File: src/rtl/fetch_unit.sv
// Instruction fetch front end: owns the PC, issues one word-aligned request at a
// time to instruction memory and buffers {pc, instr} pairs in a small FIFO for decode.
module fetch_unit #(
  parameter logic [63:0] RESET_PC    = 64'h0,
  parameter int          QUEUE_DEPTH = 2
) (
  input  logic        clk,
  input  logic        rst,
  input  logic        redirect_valid,
  input  logic [63:0] redirect_pc,
  output logic        imem_req_valid,
  output logic [63:0] imem_req_addr,
  input  logic        imem_req_ready,
  input  logic        imem_resp_valid,
  input  logic [31:0] imem_resp_data,
  output logic        if_valid,
  output logic [31:0] if_instruction,
  output logic [63:0] if_pc,
  input  logic        if_ready
);

  localparam int         PTR_W = (QUEUE_DEPTH > 1) ? $clog2(QUEUE_DEPTH) : 1;
  localparam logic [2:0] DEPTH = 3'(QUEUE_DEPTH);

  typedef enum logic [1:0] {REQ, WAIT, DISCARD} state_t;

  state_t           state;
  logic [63:0]      fetch_pc;
  logic [63:0]      issued_pc;
  logic [2:0]       count;
  logic [PTR_W-1:0] head;
  logic [PTR_W-1:0] tail;
  logic [63:0]      pc_q    [QUEUE_DEPTH];
  logic [31:0]      instr_q [QUEUE_DEPTH];

  logic handshake;
  logic push;
  logic pop;

  function automatic logic [PTR_W-1:0] next_ptr(input logic [PTR_W-1:0] p);
    return (p == PTR_W'(QUEUE_DEPTH - 1)) ? '0 : p + 1'b1;
  endfunction

  // Request is gated by rst so it drops the instant reset is asserted.
  assign imem_req_valid = !rst && (state == REQ) && (count < DEPTH);
  assign imem_req_addr  = fetch_pc;
  assign handshake      = imem_req_valid && imem_req_ready;

  assign if_valid       = (count != 3'd0) && !redirect_valid;
  assign if_instruction = instr_q[head];
  assign if_pc          = pc_q[head];

  assign push = (state == WAIT) && imem_resp_valid && !redirect_valid;
  assign pop  = if_valid && if_ready;

  always_ff @(posedge clk or posedge rst) begin
    if (rst) begin
      state     <= REQ;
      fetch_pc  <= RESET_PC;
      issued_pc <= RESET_PC;
    end else if (redirect_valid) begin
      fetch_pc <= redirect_pc & ~64'h3;
      case (state)
        REQ:     state <= handshake ? DISCARD : REQ;
        WAIT:    state <= imem_resp_valid ? REQ : DISCARD;
        default: state <= imem_resp_valid ? REQ : DISCARD;
      endcase
    end else begin
      case (state)
        REQ: begin
          if (handshake) begin
            issued_pc <= fetch_pc;
            fetch_pc  <= fetch_pc + 64'd4;
            state     <= WAIT;
          end
        end
        WAIT:    if (imem_resp_valid) state <= REQ;
        default: if (imem_resp_valid) state <= REQ;
      endcase
    end
  end

  always_ff @(posedge clk or posedge rst) begin
    if (rst) begin
      count <= 3'd0;
      head  <= '0;
      tail  <= '0;
      for (int i = 0; i < QUEUE_DEPTH; i++) begin
        pc_q[i]    <= 64'd0;
        instr_q[i] <= 32'd0;
      end
    end else if (redirect_valid) begin
      count <= 3'd0;
      head  <= '0;
      tail  <= '0;
    end else begin
      if (push) begin
        pc_q[tail]    <= issued_pc;
        instr_q[tail] <= imem_resp_data;
        tail          <= next_ptr(tail);
      end
      if (pop) head <= next_ptr(head);
      case ({push, pop})
        2'b10:   count <= count + 3'd1;
        2'b01:   count <= count - 3'd1;
        default: count <= count;
      endcase
    end
  end

endmodule

File: config.mk
export PLATFORM = sky130hd
export DESIGN_NAME = fetch_unit
export DESIGN_NICKNAME = d
export VERILOG_FILES = /design/src/rtl/fetch_unit.sv
export SDC_FILE = /design/constraint.sdc
export NUM_CORES = 1
export LEC_CHECK = 0
export BUFFER_PORTS_ARGS = -buffer_cell sky130_fd_sc_hd__buf_2
export CAP_MARGIN = 0
export CORE_ASPECT_RATIO = 0.6
export CORE_MARGIN = 2
export CORE_UTILIZATION = 45
export DETAILED_ROUTE_END_ITERATION = 6
export PLACE_DENSITY = 0.81
export SYNTH_ARGS = -nofsm -noshare
export SYNTH_HDL_FRONTEND = slang
export SYNTH_SLANG_ARGS = --single-unit
File: constraint.sdc
create_clock -name clk -period 12.37 [get_ports clk]
set_input_delay 3.711 -clock clk [delete_from_list [all_inputs] [get_ports clk]]
set_output_delay 3.711 -clock clk [all_outputs]
set_load 0.02 [all_outputs]
==> metrics.txt <==
run status=completed; FFs w/ async S/R, synth=1.00; drt pass-1 iters=5; WP data required=just under 9000 ps; crit-path max FO=63; Post-synth EDFFs=0; ANT nets after route=0; Setup Crit Path Kind=in2out; Final Skew=between 15 and 20 ps; Longest Clk Path Bufs=3; Pins Over Slew Limit=0; clock root buffer=clkbuf_16; GRT Overall Usage=0.220; Seq cells post-synth=about 320; # IOs=approximately 260; DRC Markers=0; Tcrit/Tclk final=0.672; Final Setup Violations=0; initial core utilization=0.456; # fillers=about 2700; largest family of logic cells by synthesized area=multiplexers; CP Launch Type=input pin; simple-gate share of the synthesized area=0.104; DIE WIDTH=237 um; Die Ht=approximately 140 um; leakage=8.17 nW; main flop type after synthesis=dfrtp_1; Netlist cell types=between 50 and 60; largest net degree at the start of global routing=90; CTS tree=built; Pwr Density=approximately 190 mW/mm^2; total wire length=~38000 um; clock latency at the later pin of the worst-skew pair=560 ps; compound-cell area share of the yosys netlist=0.0387; RSZ-0062 raised after global routing=no; Final Hold Fails=0; Layout Cells excl Fill=1851; synthesized cell area=0.0147 mm^2; Core Region=about 0.032 mm^2; total grt overflow=0; CTS sink cnt=about 320; post-synthesis mux area share=0.274; f_max=roughly 120 MHz; CP endpoint kind=output port; leading cell type in the layout, fill and taps excluded=mux2_2; Max IR drop VDD=approximately 0.00013 V; Clock Pin Slew Worst Setup and Hold Paths=60 ps; initial antenna violation count=14; Vias=10300; minimum clock period=roughly 8300 ps; area grow syn2layout=18.8%; max-cap viol count=0; post-DP HPWL=26100 um; vias in the first global route=10500; post-synthesis adder-cell area fraction=0.00221; Ys Warns=0; Syn Area/Cell=between 10 and 15 um^2; DP Cell Count=between 1500 and 2000; hold_buf cts=0; # H-tree levels=1; CTS buffer count=30; Worst-Margin Slew=about 1100 ps; layout net count=1496; Die Area=around 0.034 mm^2; DR iter-0 viols=about 560; Post-Synth XOR/XNOR Area=0.0161; Post CTS Setup Buffer Count=0; post-synthesis sequential area ratio=0.543; post-synthesis cell count=~1200; Slew Limit Headroom=0.244; hold crit path type=reg2reg; Worst R2R Setup Slack=approximately 9500 ps; most frequent cells in the layout=mux2_2 (345), dfrtp_1 (318), buf_2 (256); Port-buffer cells=~260; ratio of cells with drive above 1 in the final layout=0.479; routed length per instance=20.5 um; CP arrival=about 4600 ps; post-route setup TNS=0 ps; Resize count post-CTS=0; RePlAce Congestion=slightly above 0.8; Row Count=51; vias per inst=between 5 and 6; global-route wire length before repair=59300 um
-- cells by family after synthesis --
logic type / after synthesis
adder cells (fa/ha/maj): 2
AO/OA/AOI/OAI: 86
other: 1
XOR/XNOR: 27
flip-flops: 319
buffers and inverters: 80
AND/OR/NAND/NOR: 280
multiplexers: 360
-- power by group --
| part | internal, W | leakage, nW | switching [W] |
|---|---|---|---|
| clock | 0.000571 | 0.518 | 0.000412 |
| sequential | 0.00128 | 4.04 | 0.000169 |
| combinational | 0.000402 | 3.61 | 0.000438 |
-- final cells by class --
class / instances / area [um^2] / share of cell area
flip-flops and latches: 319 / 7990 / 0.457
multi-input cells: 759 / 6430 / 0.368
repair buffers: 272 / 1400 / 0.0802
clock buffers: 45 / 908 / 0.0520
well taps: 424 / 531 / 0.0304
clock inverters: 11 / 144 / 0.00823
inverters: 10 / 41.3 / 0.00236
diodes: 11 / 27.5 / 0.00158
-- worst paths after layout --
| check | start | cells past startpoint | endpoint |
|---|---|---|---|
| worst min register to register | pc_q[63]$_DFFE_PP0P_ | 1 | pc_q[63]$_DFFE_PP0P_ |
| worst min-delay path | pc_q[63]$_DFFE_PP0P_ | 1 | pc_q[63]$_DFFE_PP0P_ |
| worst max register to register | count[1]$_DFFE_PP0P_ | 5 | issued_pc[47]$_DFFE_PP0P_ |
| worst max-delay path | redirect_valid | 3 | if_valid |
| max in group asynchronous | rst | 4 | head$_DFFE_PP0P_ |
| min in group asynchronous | rst | 2 | pc_q[5]$_DFFE_PP0P_ |
-- synthesized netlist by cell type (4+ instances only) --
| library cell | n | share of area |
|---|---|---|
| mux2_2 | 345 | 0.26 |
| nor2b_1 | 15 | 0.0064 |
| clkbuf_1 | 56 | 0.014 |
| buf_4 | 4 | 0.0020 |
| a22oi_1 | 12 | 0.0061 |
| buf_1 | 8 | 0.0020 |
| or3_1 | 7 | 0.0030 |
| nor3_1 | 17 | 0.0058 |
| o311ai_0 | 5 | 0.0030 |
| nand2b_1 | 5 | 0.0021 |
| mux2i_1 | 15 | 0.010 |
| o21ai_0 | 32 | 0.011 |
| o31a_1 | 4 | 0.0024 |
| xor2_1 | 13 | 0.0077 |
| nand3_1 | 40 | 0.014 |
| nand4_1 | 19 | 0.0081 |
| xnor2_1 | 14 | 0.0083 |
| nor2_1 | 33 | 0.0084 |
| and4_1 | 13 | 0.0077 |
| nand2_1 | 71 | 0.018 |
| inv_1 | 9 | 0.0023 |
| dfrtp_1 | 319 | 0.54 |
| a21o_1 | 4 | 0.0020 |
| o31ai_1 | 7 | 0.0036 |
| a221o_1 | 4 | 0.0027 |
| or4_1 | 12 | 0.0061 |
| and3_1 | 13 | 0.0055 |
| nor4_1 | 15 | 0.0064 |
| a31oi_1 | 12 | 0.0051 |
-- registers in the layout (all words and copies together), names as in the netlist --
name           flops
count              3
state              2
imem_req_addr     62
pc_q             124
instr_q           64
tail               1
issued_pc         62
head               1
-- metal layers --
| layer | track usage | up-vias | wire (um) |
|---|---|---|---|
| met3 | 0.0599 | 54 | 2780 |
| met5 | 0 | - | 51 |
| met1 | 0.299 | 5261 | 16600 |
| li1 | - | 4698 | - |
| met2 | 0.352 | 324 | 17700 |
| met4 | 0.0576 | 8 | 789 |
-- critical path, cell delays in order --
cell and delay [ps]:
buf_4 450, nor2_1 190, buf_2 210
-- per-stage QoR --
step                power (W)  utilization  worst slack [ps]  instance area [um^2]  hold WS [ps]
floorplan             0.00202            -              4220                 14700           474
global placement      0.00226        0.508              4090                 16400           481
detailed placement    0.00231        0.508              4080                 16400           487
CTS                   0.00330        0.540              4090                 17400           504
global route          0.00343        0.541              3970                 17500           516
finish                0.00327        0.541              4060                 17500           502
(Power assumes the default switching activity.)
